$ cat src/rtl/serial_compare_ctrl.sv
// Two-requester round-robin front end for a bit-serial MSB-first magnitude
// comparator; returns lt/gt/eq plus the owning requester over valid/ready.
module serial_compare_ctrl #(
  parameter int unsigned WIDTH      = 8,
  parameter bit          EARLY_EXIT = 1'b1
) (
  input  logic             clk,
  input  logic             reset_n,
  input  logic             req0_valid,
  output logic             req0_ready,
  input  logic [WIDTH-1:0] req0_a,
  input  logic [WIDTH-1:0] req0_b,
  input  logic             req1_valid,
  output logic             req1_ready,
  input  logic [WIDTH-1:0] req1_a,
  input  logic [WIDTH-1:0] req1_b,
  output logic             res_valid,
  input  logic             res_ready,
  output logic             res_lt,
  output logic             res_gt,
  output logic             res_eq,
  output logic             res_id,
  output logic             busy
);

  localparam int unsigned CW = (WIDTH > 2) ? $clog2(WIDTH) : 1;

  typedef enum logic [1:0] {
    IDLE,
    SHIFT,
    DONE
  } state_t;

  state_t           state, state_nxt;
  logic [WIDTH-1:0] sh_a, sh_a_nxt;
  logic [WIDTH-1:0] sh_b, sh_b_nxt;
  logic [CW-1:0]    cnt, cnt_nxt;
  logic             lt, lt_nxt;
  logic             gt, gt_nxt;
  logic             eq, eq_nxt;
  logic             id_q, id_nxt;
  logic             last_id, last_id_nxt;

  logic             grant0, grant1;
  logic             take, take_id;
  logic             hit_gt, hit_lt;

  // Grant only in IDLE and never while reset is held; a tie goes to the
  // requester that did not win last time.
  always_comb begin
    grant0 = 1'b0;
    grant1 = 1'b0;
    if (reset_n && state == IDLE) begin
      if (req0_valid && req1_valid) begin
        grant0 = last_id;
        grant1 = ~last_id;
      end else begin
        grant0 = req0_valid;
        grant1 = req1_valid;
      end
    end
  end

  assign take    = grant0 | grant1;
  assign take_id = grant1;

  assign hit_gt = eq &  sh_a[WIDTH-1] & ~sh_b[WIDTH-1];
  assign hit_lt = eq & ~sh_a[WIDTH-1] &  sh_b[WIDTH-1];

  always_comb begin
    state_nxt   = state;
    sh_a_nxt    = sh_a;
    sh_b_nxt    = sh_b;
    cnt_nxt     = cnt;
    lt_nxt      = lt;
    gt_nxt      = gt;
    eq_nxt      = eq;
    id_nxt      = id_q;
    last_id_nxt = last_id;
    case (state)
      IDLE: begin
        if (take) begin
          sh_a_nxt    = take_id ? req1_a : req0_a;
          sh_b_nxt    = take_id ? req1_b : req0_b;
          lt_nxt      = 1'b0;
          gt_nxt      = 1'b0;
          eq_nxt      = 1'b1;
          cnt_nxt     = CW'(WIDTH - 1);
          id_nxt      = take_id;
          last_id_nxt = take_id;
          state_nxt   = SHIFT;
        end
      end
      SHIFT: begin
        if (hit_gt) begin
          gt_nxt = 1'b1;
          eq_nxt = 1'b0;
        end
        if (hit_lt) begin
          lt_nxt = 1'b1;
          eq_nxt = 1'b0;
        end
        sh_a_nxt = {sh_a[WIDTH-2:0], 1'b0};
        sh_b_nxt = {sh_b[WIDTH-2:0], 1'b0};
        if (cnt != '0) begin
          cnt_nxt = cnt - 1'b1;
        end
        if (cnt == '0 || (EARLY_EXIT && (hit_gt || hit_lt))) begin
          state_nxt = DONE;
        end
      end
      DONE: begin
        if (res_ready) begin
          state_nxt = IDLE;
        end
      end
      default: state_nxt = IDLE;
    endcase
  end

  always_ff @(posedge clk or negedge reset_n) begin
    if (!reset_n) begin
      state   <= IDLE;
      sh_a    <= '0;
      sh_b    <= '0;
      cnt     <= '0;
      lt      <= 1'b0;
      gt      <= 1'b0;
      eq      <= 1'b1;
      id_q    <= 1'b0;
      last_id <= 1'b1;
    end else begin
      state   <= state_nxt;
      sh_a    <= sh_a_nxt;
      sh_b    <= sh_b_nxt;
      cnt     <= cnt_nxt;
      lt      <= lt_nxt;
      gt      <= gt_nxt;
      eq      <= eq_nxt;
      id_q    <= id_nxt;
      last_id <= last_id_nxt;
    end
  end

  assign req0_ready = grant0;
  assign req1_ready = grant1;
  assign res_valid  = (state == DONE);
  assign res_lt     = lt;
  assign res_gt     = gt;
  assign res_eq     = eq;
  assign res_id     = id_q;
  assign busy       = (state != IDLE);

  a_onehot_done: assert property (@(posedge clk) disable iff (!reset_n)
    (state == DONE) |-> $onehot({lt, gt, eq}));

  a_single_grant: assert property (@(posedge clk) disable iff (!reset_n)
    !(grant0 && grant1));

  a_hold_result: assert property (@(posedge clk) disable iff (!reset_n)
    (state == DONE && !res_ready) |=> (state == DONE && $stable({lt, gt, eq, id_q})));

endmodule

$ cat config.mk
export PLATFORM = sky130hd
export DESIGN_NAME = serial_compare_ctrl
export DESIGN_NICKNAME = d
export VERILOG_FILES = /design/src/rtl/serial_compare_ctrl.sv
export SDC_FILE = /design/constraint.sdc
export NUM_CORES = 1
export LEC_CHECK = 0
export CELL_PAD_IN_SITES_DETAIL_PLACEMENT = 0
export CELL_PAD_IN_SITES_GLOBAL_PLACEMENT = 1
export CORE_MARGIN = 2
export CORE_UTILIZATION = 37
export DETAILED_ROUTE_END_ITERATION = 10
export PLACE_DENSITY = 0.86
export SLEW_MARGIN = 5
export SYNTH_ARGS = -nofsm -noshare
export SYNTH_HDL_FRONTEND = slang
export SYNTH_SLANG_ARGS = --single-unit
$ cat constraint.sdc
create_clock -name clk -period 3.8 [get_ports clk]
set_clock_uncertainty 0.2 [all_clocks]
set_input_delay 0.76 -clock clk [delete_from_list [all_inputs] [get_ports clk]]
set_output_delay 0.76 -clock clk [all_outputs]
set_load 0.005 [all_outputs]
# == After elaboration in Yosys (flattened, before gate mapping) ==
# Cells that the tools add are included.
# totals
regBits,26
input_bits,37
out_inout_bits,8
elab_cells,69
# op_classes
add_sub_neg,1
n_eq_ne,9
muxes,26
bitwise_logic,8
n_reduce_logical,16
# ops
operator,count
$mux 8,4
$pmux 8 s2,2
$reduce_and 3->1,5
$mux 1,10
$ne 2x2->1 const B,5
$mux 2,3
$mux 3,2
$pmux 1 s2,3
$pmux 2 s3,1
$pmux 3 s2,1
$and 1x1->1,4
$reduce_and 2->1,2
$reduce_bool 2->1,2
$logic_not 3->1,1
$ne 3x3->1 const B,1
$not 1->1,3
$reduce_bool 3->1,1
$sub 3x1->3 const B,1
$eq 2x1->1 const B,1
$eq 2x2->1 const B,1
$logic_and 1x1->1,2
$logic_not 2->1,1
$logic_or 1x1->1,2
$ne 2x1->1 const B,1
$or 1x1->1,1

# == Longest topological paths before layout ==
# logic_depth
word_depth,7
depth_mapped,7
mapped_depth_nobuf,6

# == Least setup slack after synthesis ==
# No wires, ideal clock.
# synth_path
path_type,input port to output port
from,in req0_valid
to,out req1_ready
arrival_ns,1.445
t_required_ns,2.840
setup_slack_ns,1.395
cell_stages,5
path_buffers,2
path_cell_list,and2_1 > or2_1 > buf_6 > buf_6 > inv_2
# synth_between
elab_chain_len,3
# synth_rtl
item,line_no,rtl
from (decl),9,"input logic req0_valid,"
$logic_and 1x1->1,54,if (req0_valid && req1_valid) begin
$mux 1,54,
$mux 1,53,if (reset_n && state == IDLE) begin
to (decl),14,"output logic req1_ready,"
# No other way between the ends.

# == Worst setup path after layout ==
# layout_path
from,in req1_valid
to,out req1_ready
# layout_between
elab_chain_len,3
# layout_rtl
item,line_no,rtl
from (decl),13,"input logic req1_valid,"
$logic_and 1x1->1,54,
$mux 1 *,54,
$mux 1 *,53,
# Every way passes the cells marked *; elsewhere a longest branch is shown, timed or not.

==> results_tabular.tex <==
\begin{tabular}{lr}
\hline
Metric & Value \\
\hline
\multicolumn{2}{l}{\textbf{CTS}} \\
Count of buffers added by post-CTS timing repair for setup & 0 \\
CTS max path bufs & 2 \\
Clock-pin transition on the worst setup and hold timing paths & 0.09 ns \\
CTS tree & yes \\
CTS Hold Bufs & 0 \\
PostCTS Resize Cnt & 0 \\
Number of clock buffers inserted by TritonCTS & 3 \\
CTS Sinks & 26 \\
Latest clock arrival within the worst-skew pair & 0.27 ns \\
CTS Root Cell & sky130\_fd\_sc\_hd\_\_clkbuf\_8 \\
H-tree depth & 1 \\
\multicolumn{2}{l}{\textbf{Placement}} \\
Routability congestion estimate & 0.715 \\
HPWL after DPL & 2.43 mm \\
Number of cells in the design after placement & 259 \\
PortBufs & 44 \\
\multicolumn{2}{l}{\textbf{Flow run}} \\
Maxcap violations & 0 \\
\multicolumn{2}{l}{\textbf{Finish}} \\
Fraction of final layout cells sized beyond drive strength 1 & 7.98\% \\
Most common cell after layout, fill and taps aside & sky130\_fd\_sc\_hd\_\_clkdlybuf4s50\_1 \\
Commonest non-fill, non-tap cells in the layout & sky130\_fd\_sc\_hd\_\_clkdlybuf4s50\_1, sky130\_fd\_sc\_hd\_\_nand2\_1, sky130\_fd\_sc\_hd\_\_dfrtp\_1 \\
Area overhead of the layout relative to synthesis & 32.3\% \\
Final Net Count & 253 \\
Number of diodes & 0 \\
Core utilization of the finished layout & 51.2\% \\
Cell Count, Final, Fillers Out & 263 \\
\multicolumn{2}{l}{\textbf{Synth}} \\
Share of the yosys chip area belonging to registers & 42.2\% \\
Leading area contributor after synthesis & sky130\_fd\_sc\_hd\_\_dfrtp\_1 \\
Total number of yosys warnings & 0 \\
Gate count after technology mapping & 176 \\
Post-Syn Area & 1550 µm² \\
Synth top area share & 38.8\% \\
Mean instance size in the synthesized netlist & 8.79 µm² \\
Top area cells in the synthesized netlist & sky130\_fd\_sc\_hd\_\_dfrtp\_1, sky130\_fd\_sc\_hd\_\_a22o\_1, sky130\_fd\_sc\_hd\_\_nand2\_1 \\
Post-synthesis cell type count & 28 \\
Yosys reg bits & 26 \\
Synth Net Count & 215 \\
\multicolumn{2}{l}{\textbf{Timing}} \\
Max-slew headroom & 48.2\% \\
Post-layout min period & 3.38 ns \\
Crit share post-route & 88.9\% \\
Final number of max-transition violations & 0 \\
Aggregate negative setup slack & 0 ns \\
Worst Max-Slew Pin Slew & 0.777 ns \\
Total of endpoints with negative setup slack in the final report & 0 \\
Hold Worst Slack & 0.274 ns \\
RSZ-0062 raised after global routing & false \\
Count of endpoints failing hold in the final timing report & 0 \\
Top achievable clock speed & 0.296 GHz \\
\multicolumn{2}{l}{\textbf{Floorplanning}} \\
Core region area & 4000 µm² \\
Site row count & 23 \\
Total Die Area & 4720 µm² \\
Vert. Die Dim & 68.7 µm \\
Initial core utilization & 38.7\% \\
Io pins & 45 \\
Width of the die & 68.7 µm \\
\multicolumn{2}{l}{\textbf{Power and ir drop}} \\
Highest ir drop seen on vdd & 0.325 mV \\
Sw frac & 37.5\% \\
Power density relative to cell area & 619 nW/µm² \\
Sequential group share of total power & 40.7\% \\
Comb pwr share & 45.0\% \\
Switching Power & 0.000475 W \\
Internal power consumption & 0.000793 W \\
Leakage dissipation & 0.923 nW \\
Part of the total power dissipated in the clock network & 14.3\% \\
\multicolumn{2}{l}{\textbf{Worst setup path}} \\
Crit. End Element & output pin \\
Most frequent CP cell & sky130\_fd\_sc\_hd\_\_clkdlybuf4s50\_1 \\
Reg2Reg Setup Slack & 1.47 ns \\
Required time of the critical path & 2.84 ns \\
Worst r2r src & state[0]\$\_DFFE\_PN0P\_ \\
Critical setup path kind & in2out \\
Worst setup endpoint & req1\_ready \\
Reg2reg path depth & 4 \\
Slowest library cell on the worst path & sky130\_fd\_sc\_hd\_\_clkdlybuf4s50\_1 \\
Cell chain of the critical path & clkdlybuf4s50\_1, nand4bb\_4, or2\_1, inv\_2, clkdlybuf4s50\_1 \\
Type of origin of the critical path & primary input \\
Arr. time, crit path & 2.42 ns \\
Slowest stage delay, CP & 0.55 ns \\
Crit path max fanout & 15 \\
R2R Path End & cnt[1]\$\_DFFE\_PN0P\_ \\
CP startpoint & req1\_valid \\
\multicolumn{2}{l}{\textbf{GRT}} \\
Initial antenna violation count & 0 \\
Wire length of the first global-routing pass & 5.73 mm \\
Largest net degree at the start of global routing & 29 \\
Vias in the first global route & 1268 \\
Remaining global-route overflow & 0 \\
Global-route total usage across every layer & 16.1\% \\
\multicolumn{2}{l}{\textbf{Routing}} \\
Via density per instance & 5.19 \\
First-pass iteration count of the detailed router & 4 \\
Number of vias in the routed layout & 1365 \\
Total Wirelength & 3.53 mm \\
Post-route ant nets & 0 \\
Final routed DRC violation total & 0 \\
Average wire length per cell after detail routing & 13.4 µm \\
Iteration-0 DRC Markers & 100 \\
\multicolumn{2}{l}{\textbf{Min path}} \\
Worst hold stages & 2 \\
Class of the tightest hold or removal check & reg2reg \\
\multicolumn{2}{l}{\textbf{Outcome}} \\
Status & completed \\
\hline
\end{tabular}
worst min-delay path by stage:
| stage | startpoint | end | slack, ns |
|---|---|---|---|
| CTS | last_id$_DFFE_PN1P_ | last_id$_DFFE_PN1P_ | 0.27 |
| floorplan | last_id$_DFFE_PN1P_ | last_id$_DFFE_PN1P_ | 0.24 |
| global route | last_id$_DFFE_PN1P_ | last_id$_DFFE_PN1P_ | 0.29 |
| global placement | last_id$_DFFE_PN1P_ | last_id$_DFFE_PN1P_ | 0.26 |
| detailed placement | last_id$_DFFE_PN1P_ | last_id$_DFFE_PN1P_ | 0.26 |
| finish | last_id$_DFFE_PN1P_ | last_id$_DFFE_PN1P_ | 0.27 |
critical path: cells and delay by family:
kind | cells | cell delay (ns)
buffers and inverters | 3 | 1.09
AND/OR/NAND/NOR | 2 | 0.57
power by group through the flow:
| stage | clock [W] | sequential [W] | combinational [W] |
|---|---|---|---|
| finish | 0.000181 | 0.000516 | 0.000571 |
| global route | 0.000200 | 0.000533 | 0.000636 |
| CTS | 0.000184 | 0.000515 | 0.000579 |
| detailed placement | 0 | 0.000519 | 0.000578 |
| global placement | 0 | 0.000521 | 0.000567 |
| floorplan | 0 | 0.000466 | 0.000454 |
per-layer routing:
metal / up-vias / part of all wire, % / track usage (%)
met4: 0 / 0.57 / 4.50
met3: 2 / 5.5 / 2.60
li1: 681 / - / -
met2: 44 / 44 / 24.0
met1: 638 / 50 / 23.9
met5: - / 0 / 0
metrics by stage:
step	total power, W	setup slack [ns]	cell area [µm²]
floorplan	0.000920	1.40	1550
global placement	0.00109	0.425	1990
detailed placement	0.00110	0.397	1990
CTS	0.00128	0.391	2050
global route	0.00137	0.285	2050
finish	0.00127	0.422	2050
cells by family (layout without fill, tap and decap cells):
family | Yosys count | in the layout | synth area share (%)
AOI/OAI and AO/OA | 67 | 67 | 29.8
and+or+nand+nor | 47 | 47 | 15.4
buffers and inverters | 31 | 68 | 9.13
DFF | 26 | 26 | 42.2
adders and majority gates | 2 | 2 | 1.62
muxes | 2 | 2 | 1.29
xor gates and xnor gates | 1 | 1 | 0.566
synthesized netlist by cell type:
library cell,n
sky130_fd_sc_hd__nand2_1,27
sky130_fd_sc_hd__dfrtp_1,24
sky130_fd_sc_hd__a21oi_1,18
sky130_fd_sc_hd__inv_1,17
sky130_fd_sc_hd__a22o_1,14
sky130_fd_sc_hd__o21ai_0,12
sky130_fd_sc_hd__o211ai_1,9
sky130_fd_sc_hd__clkbuf_1,8
sky130_fd_sc_hd__nand2b_1,5
sky130_fd_sc_hd__nor3_1,5
sky130_fd_sc_hd__o211ai_2,5
sky130_fd_sc_hd__o21ai_1,5
sky130_fd_sc_hd__buf_6,3
sky130_fd_sc_hd__nor2b_1,3
sky130_fd_sc_hd__o21a_1,3
sky130_fd_sc_hd__buf_2,2
sky130_fd_sc_hd__dfstp_2,2
sky130_fd_sc_hd__ha_1,2
sky130_fd_sc_hd__mux2i_1,2
sky130_fd_sc_hd__nor2_1,2
sky130_fd_sc_hd__and2_1,1
sky130_fd_sc_hd__inv_2,1
sky130_fd_sc_hd__nand3b_1,1
sky130_fd_sc_hd__nand4bb_4,1
sky130_fd_sc_hd__o21bai_2,1
sky130_fd_sc_hd__or2_1,1
sky130_fd_sc_hd__or2_2,1
sky130_fd_sc_hd__xor2_1,1
registers in the layout, summed over array words and instances (netlist names):
| register | cells |
|---|---|
| cnt | 3 |
| last_id | 1 |
| res_eq | 1 |
| res_gt | 1 |
| res_id | 1 |
| res_lt | 1 |
| sh_a | 8 |
| sh_b | 8 |
| state | 2 |
layout make-up:
class	count	area, µm²
clock buffers	4	55.1
fillers	389	1950
inverters	18	67.6
multi-input cells	119	753
flip-flops and latches	26	653
well taps	50	62.6
repair buffers	46	455
Note: power is estimated with default switching activity, not from simulation.
